[src/rtl/gol_ctrl_pkg.sv]
// Purpose: shared encodings for the Life-board generation controller.
// Latency: n/a (types, constants and a helper only).
// Backpressure: n/a.
package gol_ctrl_pkg;

    localparam logic [1:0] MODE_MANUAL = 2'b00;
    localparam logic [1:0] MODE_RUN    = 2'b01;
    localparam logic [1:0] MODE_BURST  = 2'b10;

    typedef enum logic [2:0] {
        IDLE,
        RUN,
        BURST,
        ISSUE,
        WAIT
    } state_t;

    // Rate divider reload values, indexed by rate_sel (entry 0 is the slowest, 1 Hz at 50 MHz).
    localparam logic [3:0][31:0] RATE_DIV = {
        32'd3_125_000,
        32'd12_500_000,
        32'd25_000_000,
        32'd50_000_000
    };

    // Encoding 2'b11 is not a real mode; it behaves like manual.
    function automatic logic is_manual(input logic [1:0] m);
        return (m == MODE_MANUAL) || (m == 2'b11);
    endfunction

endpackage

[src/rtl/sync_edge_detect.sv]
// Purpose: 2-FF synchroniser for an asynchronous level plus a rising-edge pulse.
// Latency: pulse is high in the cycle after the second synchroniser flop captures the edge.
// Backpressure: none; one pulse per rising edge, held levels produce nothing further.
// Ports: clock, resetn (async active-low), din (async level), pulse (one-cycle, clock domain).
module sync_edge_detect (
    input  logic clock,
    input  logic resetn,
    input  logic din,
    output logic pulse
);

    logic meta;
    logic sync;
    logic sync_d;

    always_ff @(posedge clock or negedge resetn) begin
        if (!resetn) begin
            meta   <= 1'b0;
            sync   <= 1'b0;
            sync_d <= 1'b0;
        end else begin
            meta   <= din;
            sync   <= meta;
            sync_d <= sync;
        end
    end

    assign pulse = sync & ~sync_d;

endmodule

[src/rtl/gen_step_controller.sv]
// Purpose: single-clock generation sequencer for the Life board (manual / free-run / burst).
// Latency: step_en rises 3 cycles after a step_req edge; free-run/burst steps issue on divider ticks.
// Backpressure: one step in flight; waits for step_done (or DONE_TIMEOUT cycles), extra requests dropped.
// Ports: clock, resetn, mode, rate_sel, step_req, burst_start, burst_len, load, step_done in;
//        step_en, busy, gen_count, burst_remaining, timeout_err out.
// Optional: `define STOP_ON_STILL_EN adds board_changed in and still_flag out (stop on a still board).
module gen_step_controller
    import gol_ctrl_pkg::*;
#(
    parameter int               COUNT_WIDTH  = 16,
    parameter int               DIV_WIDTH    = 26,
    parameter int               BURST_WIDTH  = 8,
    parameter int               DONE_TIMEOUT = 1023,
    parameter logic [3:0][31:0] RATE_TABLE   = RATE_DIV
) (
    input  logic                   clock,
    input  logic                   resetn,
    input  logic [1:0]             mode,
    input  logic [1:0]             rate_sel,
    input  logic                   step_req,
    input  logic                   burst_start,
    input  logic [BURST_WIDTH-1:0] burst_len,
    input  logic                   load,
    input  logic                   step_done,
    output logic                   step_en,
    output logic                   busy,
    output logic [COUNT_WIDTH-1:0] gen_count,
    output logic [BURST_WIDTH-1:0] burst_remaining,
    output logic                   timeout_err
`ifdef STOP_ON_STILL_EN
    ,
    input  logic                   board_changed,
    output logic                   still_flag
`endif
);

    localparam int                 TMO_W     = $clog2(DONE_TIMEOUT + 1);
    localparam logic [TMO_W-1:0]   TMO_LIMIT = TMO_W'(DONE_TIMEOUT);

    state_t                 state;
    logic                   step_pulse;
    logic                   burst_pulse;
    logic [DIV_WIDTH-1:0]   div_cnt;
    logic [DIV_WIDTH-1:0]   div_max;
    logic [1:0]             rate_sel_q;
    logic                   div_active;
    logic                   tick;
    logic [TMO_W-1:0]       tmo_cnt;
    logic                   burst_step;
    logic [BURST_WIDTH-1:0] rem_dec;
`ifdef STOP_ON_STILL_EN
    logic                   auto_step;
    logic                   run_block;   // holds off free-run after a still stop until mode leaves 01
`endif

    sync_edge_detect u_step_sync (
        .clock  (clock),
        .resetn (resetn),
        .din    (step_req),
        .pulse  (step_pulse)
    );

    sync_edge_detect u_burst_sync (
        .clock  (clock),
        .resetn (resetn),
        .din    (burst_start),
        .pulse  (burst_pulse)
    );

    // Rate divider: only runs while waiting for the next automatic step, restarts on a rate change.
    assign div_active = (state == RUN) || (state == BURST);
    assign div_max    = DIV_WIDTH'(RATE_TABLE[rate_sel] - 32'd1);
    assign tick       = div_active && (rate_sel == rate_sel_q) && (div_cnt == div_max);
    assign rem_dec    = burst_remaining - BURST_WIDTH'(1);

    always_ff @(posedge clock or negedge resetn) begin
        if (!resetn) begin
            div_cnt    <= '0;
            rate_sel_q <= '0;
        end else begin
            rate_sel_q <= rate_sel;
            if (!div_active || (rate_sel != rate_sel_q) || tick) begin
                div_cnt <= '0;
            end else begin
                div_cnt <= div_cnt + DIV_WIDTH'(1);
            end
        end
    end

    always_ff @(posedge clock or negedge resetn) begin
        if (!resetn) begin
            state           <= IDLE;
            step_en         <= 1'b0;
            busy            <= 1'b0;
            gen_count       <= '0;
            burst_remaining <= '0;
            timeout_err     <= 1'b0;
            tmo_cnt         <= '0;
            burst_step      <= 1'b0;
`ifdef STOP_ON_STILL_EN
            auto_step       <= 1'b0;
            run_block       <= 1'b0;
            still_flag      <= 1'b0;
`endif
        end else if (load) begin
            // load wins over everything, including a completion landing this cycle.
            state           <= IDLE;
            step_en         <= 1'b0;
            busy            <= 1'b0;
            gen_count       <= '0;
            burst_remaining <= '0;
            timeout_err     <= 1'b0;
            tmo_cnt         <= '0;
            burst_step      <= 1'b0;
`ifdef STOP_ON_STILL_EN
            auto_step       <= 1'b0;
            run_block       <= 1'b0;
            still_flag      <= 1'b0;
`endif
        end else begin
            step_en <= 1'b0;
`ifdef STOP_ON_STILL_EN
            if (mode != MODE_RUN) begin
                run_block <= 1'b0;
            end
`endif
            case (state)
                IDLE: begin
                    if (is_manual(mode)) begin
                        if (step_pulse) begin
                            state      <= ISSUE;
                            step_en    <= 1'b1;
                            busy       <= 1'b1;
                            burst_step <= 1'b0;
`ifdef STOP_ON_STILL_EN
                            auto_step  <= 1'b0;
                            still_flag <= 1'b0;
`endif
                        end
                    end else if (mode == MODE_RUN) begin
`ifdef STOP_ON_STILL_EN
                        if (!run_block) begin
                            state <= RUN;
                        end
`else
                        state <= RUN;
`endif
                    end else if (burst_pulse && (burst_len != '0)) begin
                        burst_remaining <= burst_len;
                        state           <= BURST;
                    end
                end
                RUN: begin
                    if (mode != MODE_RUN) begin
                        state <= IDLE;
                    end else if (tick) begin
                        state      <= ISSUE;
                        step_en    <= 1'b1;
                        busy       <= 1'b1;
                        burst_step <= 1'b0;
`ifdef STOP_ON_STILL_EN
                        auto_step  <= 1'b1;
`endif
                    end
                end
                BURST: begin
                    if (tick) begin
                        state      <= ISSUE;
                        step_en    <= 1'b1;
                        busy       <= 1'b1;
                        burst_step <= 1'b1;
`ifdef STOP_ON_STILL_EN
                        auto_step  <= 1'b1;
`endif
                    end
                end
                ISSUE: begin
                    state   <= WAIT;
                    tmo_cnt <= '0;
                end
                WAIT: begin
                    if (step_done || (tmo_cnt == TMO_LIMIT)) begin
                        gen_count <= gen_count + COUNT_WIDTH'(1);
                        busy      <= 1'b0;
                        if (!step_done) begin
                            timeout_err <= 1'b1;
                        end
`ifdef STOP_ON_STILL_EN
                        if (step_done && !board_changed && auto_step) begin
                            still_flag      <= 1'b1;
                            run_block       <= 1'b1;
                            burst_remaining <= '0;
                            state           <= IDLE;
                        end else
`endif
                        if (burst_step && (rem_dec != '0) && (mode == MODE_BURST)) begin
                            burst_remaining <= rem_dec;
                            state           <= BURST;
                        end else begin
                            // Burst finished or abandoned by a mode change: nothing left to run.
                            burst_remaining <= '0;
                            state           <= (mode == MODE_RUN) ? RUN : IDLE;
                        end
                    end else begin
                        tmo_cnt <= tmo_cnt + TMO_W'(1);
                    end
                end
                default: state <= IDLE;
            endcase
        end
    end

endmodule
[config.mk]
export PLATFORM = sky130hd
export DESIGN_NAME = gen_step_controller
export DESIGN_NICKNAME = d
export VERILOG_FILES = /design/src/rtl/gol_ctrl_pkg.sv /design/src/rtl/sync_edge_detect.sv /design/src/rtl/gen_step_controller.sv
export SDC_FILE = /design/constraint.sdc
export NUM_CORES = 1
export LEC_CHECK = 0
export ABC_AREA = 1
export CORE_MARGIN = 10
export CORE_UTILIZATION = 27
export CTS_CLUSTER_SIZE = 8
export DETAILED_ROUTE_END_ITERATION = 10
export PLACE_DENSITY = 0.53
export SLEW_MARGIN = 10
export SYNTH_ARGS = -nofsm -noshare
export SYNTH_HDL_FRONTEND = slang
export SYNTH_HIERARCHICAL = 1
export SYNTH_SLANG_ARGS = --single-unit
[constraint.sdc]
create_clock -name clock -period 4.8 [get_ports clock]
set_input_delay 0.72 -clock clock [delete_from_list [all_inputs] [get_ports clock]]
set_output_delay 0.72 -clock clock [all_outputs]
set_load 0.005 [all_outputs]
* After elaboration in Yosys (flattened, before gate mapping) *
Cells that the tools add are included.

storage, ports and cells
  register bits after elaboration = 75
  input bits = 18
  output and inout bits = 27
  logic and storage cells = 130

cells by class
  add/sub/neg operators = 5
  $lt $le $gt $ge = 1
  equal/unequal tests = 25
  muxes and demuxes = 51
  bitwise gates (word level) = 4
  reductions and logical operators = 28

operators by type and width
  kind                   count
  $bmux 32 s2            1
  $mux 26                2
  $mux 16                3
  $mux 8                 6
  $ne 3x3->1 const B     10
  $add 26x1->26 const B  1
  $eq 26x26->1           1
  $sub 26x1->26 const B  1
  $mux 3                 8
  $mux 1                 22
  $mux 10                2
  $pmux 10 s2            1
  $add 16x1->16 const B  1
  $pmux 8 s2             1
  $reduce_bool 8->1      2
  $pmux 3 s5             1
  $add 10x1->10 const B  1
  $eq 10x10->1 const B   1
  $reduce_and 5->1       2
  $sub 8x1->8 const B    1
  $eq 3x2->1 const B     2
  $pmux 1 s3             2
  $reduce_and 3->1       2
  $reduce_and 6->1       1
  other kinds (25)       39

* Longest topological paths before layout *
  depth after elaboration = 9
  gate-level depth with buffers = 17

* Cells and area by module *
The synthesis kept the hierarchy.

by module, submodules not included
  module               instances  cells each  area an instance (um^2)  sequential area each (um^2)
  gen_step_controller  1          639         4610.7                   1726.7
  sync_edge_detect     2          5           85.1                     75.1

* Worst setup path before layout *
Ideal clock, no wire load.

  kind = input to register
  start point = input rate_sel[1]
  end point = register div_cnt[20]
  setup time = 119 ps
  data arrival time = 2162 ps
  slack = 2519 ps
  cell stages on the path = 15
  buffers on the path = 3
  path through = buf_2 > inv_1 > ha_1 > buf_2 > inv_1 > nand2_1 > nand2_1 > nand2_1 > nor2_1 > nand2_1 > nor2_1 > nand2_1 > nand2_1 > buf_4 > nor2_1

between the ends
  word-level cells in the longest chain between the ends = 7

ends and longest elaborated chain
  element                        line                       text
  start, declared                gen_step_controller.sv:19  input logic [1:0] rate_sel,
  $bmux 32 s2                    gen_step_controller.sv:72  assign div_max = DIV_WIDTH'(RATE_TABLE[rate_sel] - 32'd1);
  $mux 26 (implied by the code)  gen_step_controller.sv:72
  $sub 26x1->26                  gen_step_controller.sv:72
  $eq 26x26->1                   gen_step_controller.sv:73  assign tick = div_active && (rate_sel == rate_sel_q) && (div_cnt == div_max);
  $logic_and 1x1->1              gen_step_controller.sv:73
  $logic_or 1x1->1 *             gen_step_controller.sv:82  if (!div_active || (rate_sel != rate_sel_q) || tick) begin
  $mux 26 *                      gen_step_controller.sv:82
  end signal, assigned           gen_step_controller.sv:85  div_cnt <= div_cnt + DIV_WIDTH'(1);
  end, declared                  gen_step_controller.sv:43  logic [DIV_WIDTH-1:0] div_cnt;

Mark *: on every way between the ends. The rest lies on a longest branch, timed or not. The select of a mux whose other input is x is not followed.
A chain may end at the register's enable or synchronous reset.

* Final worst setup path *
  start point = input rate_sel[1]
  end point = register div_cnt[17]

Same word-level chain as after synthesis.

==> flow_metrics.env <==
export IMPL_cp_slowest_stage_delay_ps=740
export IMPL_fill_cells=1866
export IMPL_postCtsSetupRepairBufs=0
export IMPL_ir_worst_vdd_mv=0.185
export IMPL_fin_util_pct=33.1
export IMPL_rows=48
export IMPL_vias=4118
export IMPL_cp_slowest_cell="clkdlybuf4s50_1"
export IMPL_viasPerCell=4.45
export IMPL_clock_path_buffers=2
export IMPL_cp_start_kind="input port"
export IMPL_fin_crit_sh_pct=67.1
export IMPL_netlist_area_sq_um=4780
export IMPL_die_area_sq_um=23400
export IMPL_tns_ps=0
export IMPL_io_buffers=44
export IMPL_place_hpwl_um=8960
export IMPL_syn_to_final_growth_pct=20.1
export IMPL_cts_inserted_buffers=9
export IMPL_cts_sinks=75
export IMPL_final_cell_mix="nand2_1, nor2_1, inv_1, dfrtp_1, clkdlybuf4s50_1"
export IMPL_syn_mean_instance_area_sq_um=7.37
export IMPL_final_common_cell="nand2_1"
export IMPL_grt_pass1_wl_um=20500
export IMPL_finalClockSkew_ps=10.2
export IMPL_finalHoldViolCount=0
export IMPL_syn_nets=681
export IMPL_io_pins=45
export IMPL_critPathTopFamily="simple AND/OR/NAND/NOR gates"
export IMPL_wl_per_cell_um=13.0
export IMPL_yosysSeqAreaShare_pct=39.3
export IMPL_clk_latency_ps=350
export IMPL_worstPathCellList="clkdlybuf4s50_1 -> inv_1 -> ha_1 -> inv_1 -> nand2_1 -> nand2_1 -> nand2_1 -> nor2_1 -> nand2_1 -> nor2_1 -> nand2_1 -> nand2_1 -> a21oi_1 -> o21a_1"
export IMPL_fmax_mhz=310
export IMPL_cp_data_required_time_ps=5040
export IMPL_die_w_um=153
export IMPL_design_core_area_sq_um=17400
export IMPL_grt_usage_pct=10.5
export IMPL_die_h_um=153
export IMPL_firstDrtPassIters=4
export IMPL_fin_nets=728
export IMPL_worst_pin_slew_ps=918
export IMPL_synth_seq_cells=75
export IMPL_ys_warn_count=6
export IMPL_drc_errors=0
export IMPL_ant_nets=0
export IMPL_path_clk_slew_ps=70
export IMPL_gp_congestion=0.858
export IMPL_critPathCaptureType="flop"
export IMPL_crit_arrival_ps=3460
export IMPL_status="finished, final reports clean"
export IMPL_maxSlewViolCount=0
export IMPL_diodes=0
export IMPL_leakagePower_nw=2.55
export IMPL_rsz0062_at_grt="no"
export IMPL_postCtsHoldBufs=0
export IMPL_start_util_pct=27.5
export IMPL_routed_wl_um=12000
export IMPL_cts_root_buf="clkbuf_16"
export IMPL_drv_cap=0
export IMPL_h_tree_depth=3
export IMPL_grt_pass1_vias=4008
export IMPL_crit_fanout=26
export IMPL_grt_max_degree=49
export IMPL_antenna_found_initial=0
export IMPL_relSlewSlack_pct=38.6
export IMPL_cts_tree="built"
export IMPL_crit_top_cell="nand2_1"
export IMPL_drt_iter0_markers=251
export IMPL_fin_area_sq_um=5740
export IMPL_yosysUniqueCellTypes=38
export IMPL_placed_area_sq_um=5450
export IMPL_p_per_area_nw_per_um2=294
export IMPL_drive_gt1_share_pct=8.13
export IMPL_setup_viol=0
export IMPL_grt_ovfl_total=0
export IMPL_crit_type="input port to flop"
export IMPL_cts_resized=0
export IMPL_finalCriticalPeriod_ps=3220
export IMPL_postSynthCellCount=649
export IMPL_min_path_type="input port to asynchronous set/reset pin"
export IMPL_crit_buf_inv=3
[worst reg2reg max path, cell delays in order, from the launching register on]
cell,delay [ps]
dfrtp_1,430
a21oi_1,220
nand2_1,210
nor2_1,180
nand2_1,550
a21oi_1,330
o21a_1,150
[final timing paths]
path                                        start                 to  slack (ps)  cells past startpoint
worst max-delay path                  rate_sel[1]        div_cnt[17]        1580                     14
worst min-delay path                       resetn      gen_count[14]         280                      1
worst max register to register           state[0]        div_cnt[17]        2690                      6
worst min register to register  u_burst_sync/meta  u_burst_sync/sync         350                      0
max in group asynchronous                  resetn         div_cnt[3]        3540                      2
min in group clock              u_burst_sync/meta  u_burst_sync/sync         350                      0
[flip-flops by register name, indices dropped and copies added, names as in the netlist, 2 cells and up]
signal	count
state	3
div_cnt	26
rate_sel_q	2
burst_remaining	8
gen_count	16
tmo_cnt	10
[power breakdown]
| group | switching, mW | internal, mW |
|---|---|---|
| combinational | 0.184 | 0.121 |
| sequential | 0.0334 | 0.664 |
| clock | 0.284 | 0.403 |
| total | 0.501 | 1.19 |
[logic make-up after synthesis]
| group | synth area share, % |
|---|---|
| buf+inv | 8.48 |
| xor+xnor | 5.86 |
| simple gates | 36.1 |
| compound gates | 6.62 |
| fa+ha+maj | 3.66 |
| flops | 39.3 |
[per-stage QoR]
stage	total power [mW]	worst slack [ps]	hold WS, ps	instances
final	1.69	1580	282	926
after CTS	1.72	1570	289	926
after global placement	1.02	1250	334	910
after global routing	1.79	1160	314	926
after floorplan	0.900	2520	331	649
after detailed placement	1.02	1150	341	910
[final cells by class]
type                            instances  area, sq um  area share, %
Clock inverter                          6         66.3           1.15
Multi-Input combinational cell        474         2500           43.5
Timing Repair Buffer                   46          453           7.89
Tap cell                              225          282           4.90
Clock buffer                           10          229           3.99
Sequential cell                        75         1880           32.7
Inverter                               90          338           5.88
[cells in the mapped netlist]
| cell type | number | area share, % |
|---|---|---|
| nand3_2 | 1 | 0.21 |
| inv_2 | 6 | 0.47 |
| nor2_2 | 7 | 0.92 |
| o21ai_0 | 14 | 1.5 |
| nor3b_1 | 4 | 0.63 |
| xnor2_1 | 10 | 1.8 |
| a21oi_2 | 2 | 0.37 |
| nand2_4 | 3 | 0.71 |
| ha_1 | 14 | 3.7 |
| o22ai_1 | 1 | 0.13 |
| a211oi_1 | 1 | 0.16 |
| dfrtp_1 | 75 | 39 |
| nand2_2 | 9 | 1.2 |
| or2_2 | 3 | 0.39 |
| nor2_8 | 2 | 0.84 |
| nand3_4 | 2 | 0.73 |
| buf_8 | 1 | 0.31 |
| nor3_1 | 27 | 2.8 |
| o21a_1 | 3 | 0.47 |
| nand3_1 | 41 | 4.3 |
| nand2_1 | 161 | 13 |
| inv_1 | 84 | 6.6 |
| nor3_4 | 1 | 0.34 |
| nor2_4 | 1 | 0.24 |
| xor2_1 | 22 | 4.0 |
| a21oi_1 | 22 | 2.3 |
| nand4_4 | 1 | 0.44 |
| buf_4 | 2 | 0.31 |
| buf_2 | 3 | 0.31 |
| o31ai_1 | 6 | 0.94 |
| clkbuf_1 | 3 | 0.24 |
| o21ai_1 | 6 | 0.63 |
| buf_6 | 1 | 0.24 |
| nor3_2 | 1 | 0.21 |
| nor4_1 | 3 | 0.39 |
| nor2_1 | 88 | 6.9 |
| o21bai_1 | 1 | 0.16 |
| nand4_1 | 17 | 2.2 |
[routing by layer]
layer | track usage (%) | routed length, um
met1 | 13.7 | 5900
met2 | 16.0 | 5370
met3 | 3.23 | 599
met4 | 3.27 | 164
met5 | 0 | 0
Note: power is estimated with default switching activity, not from simulation.
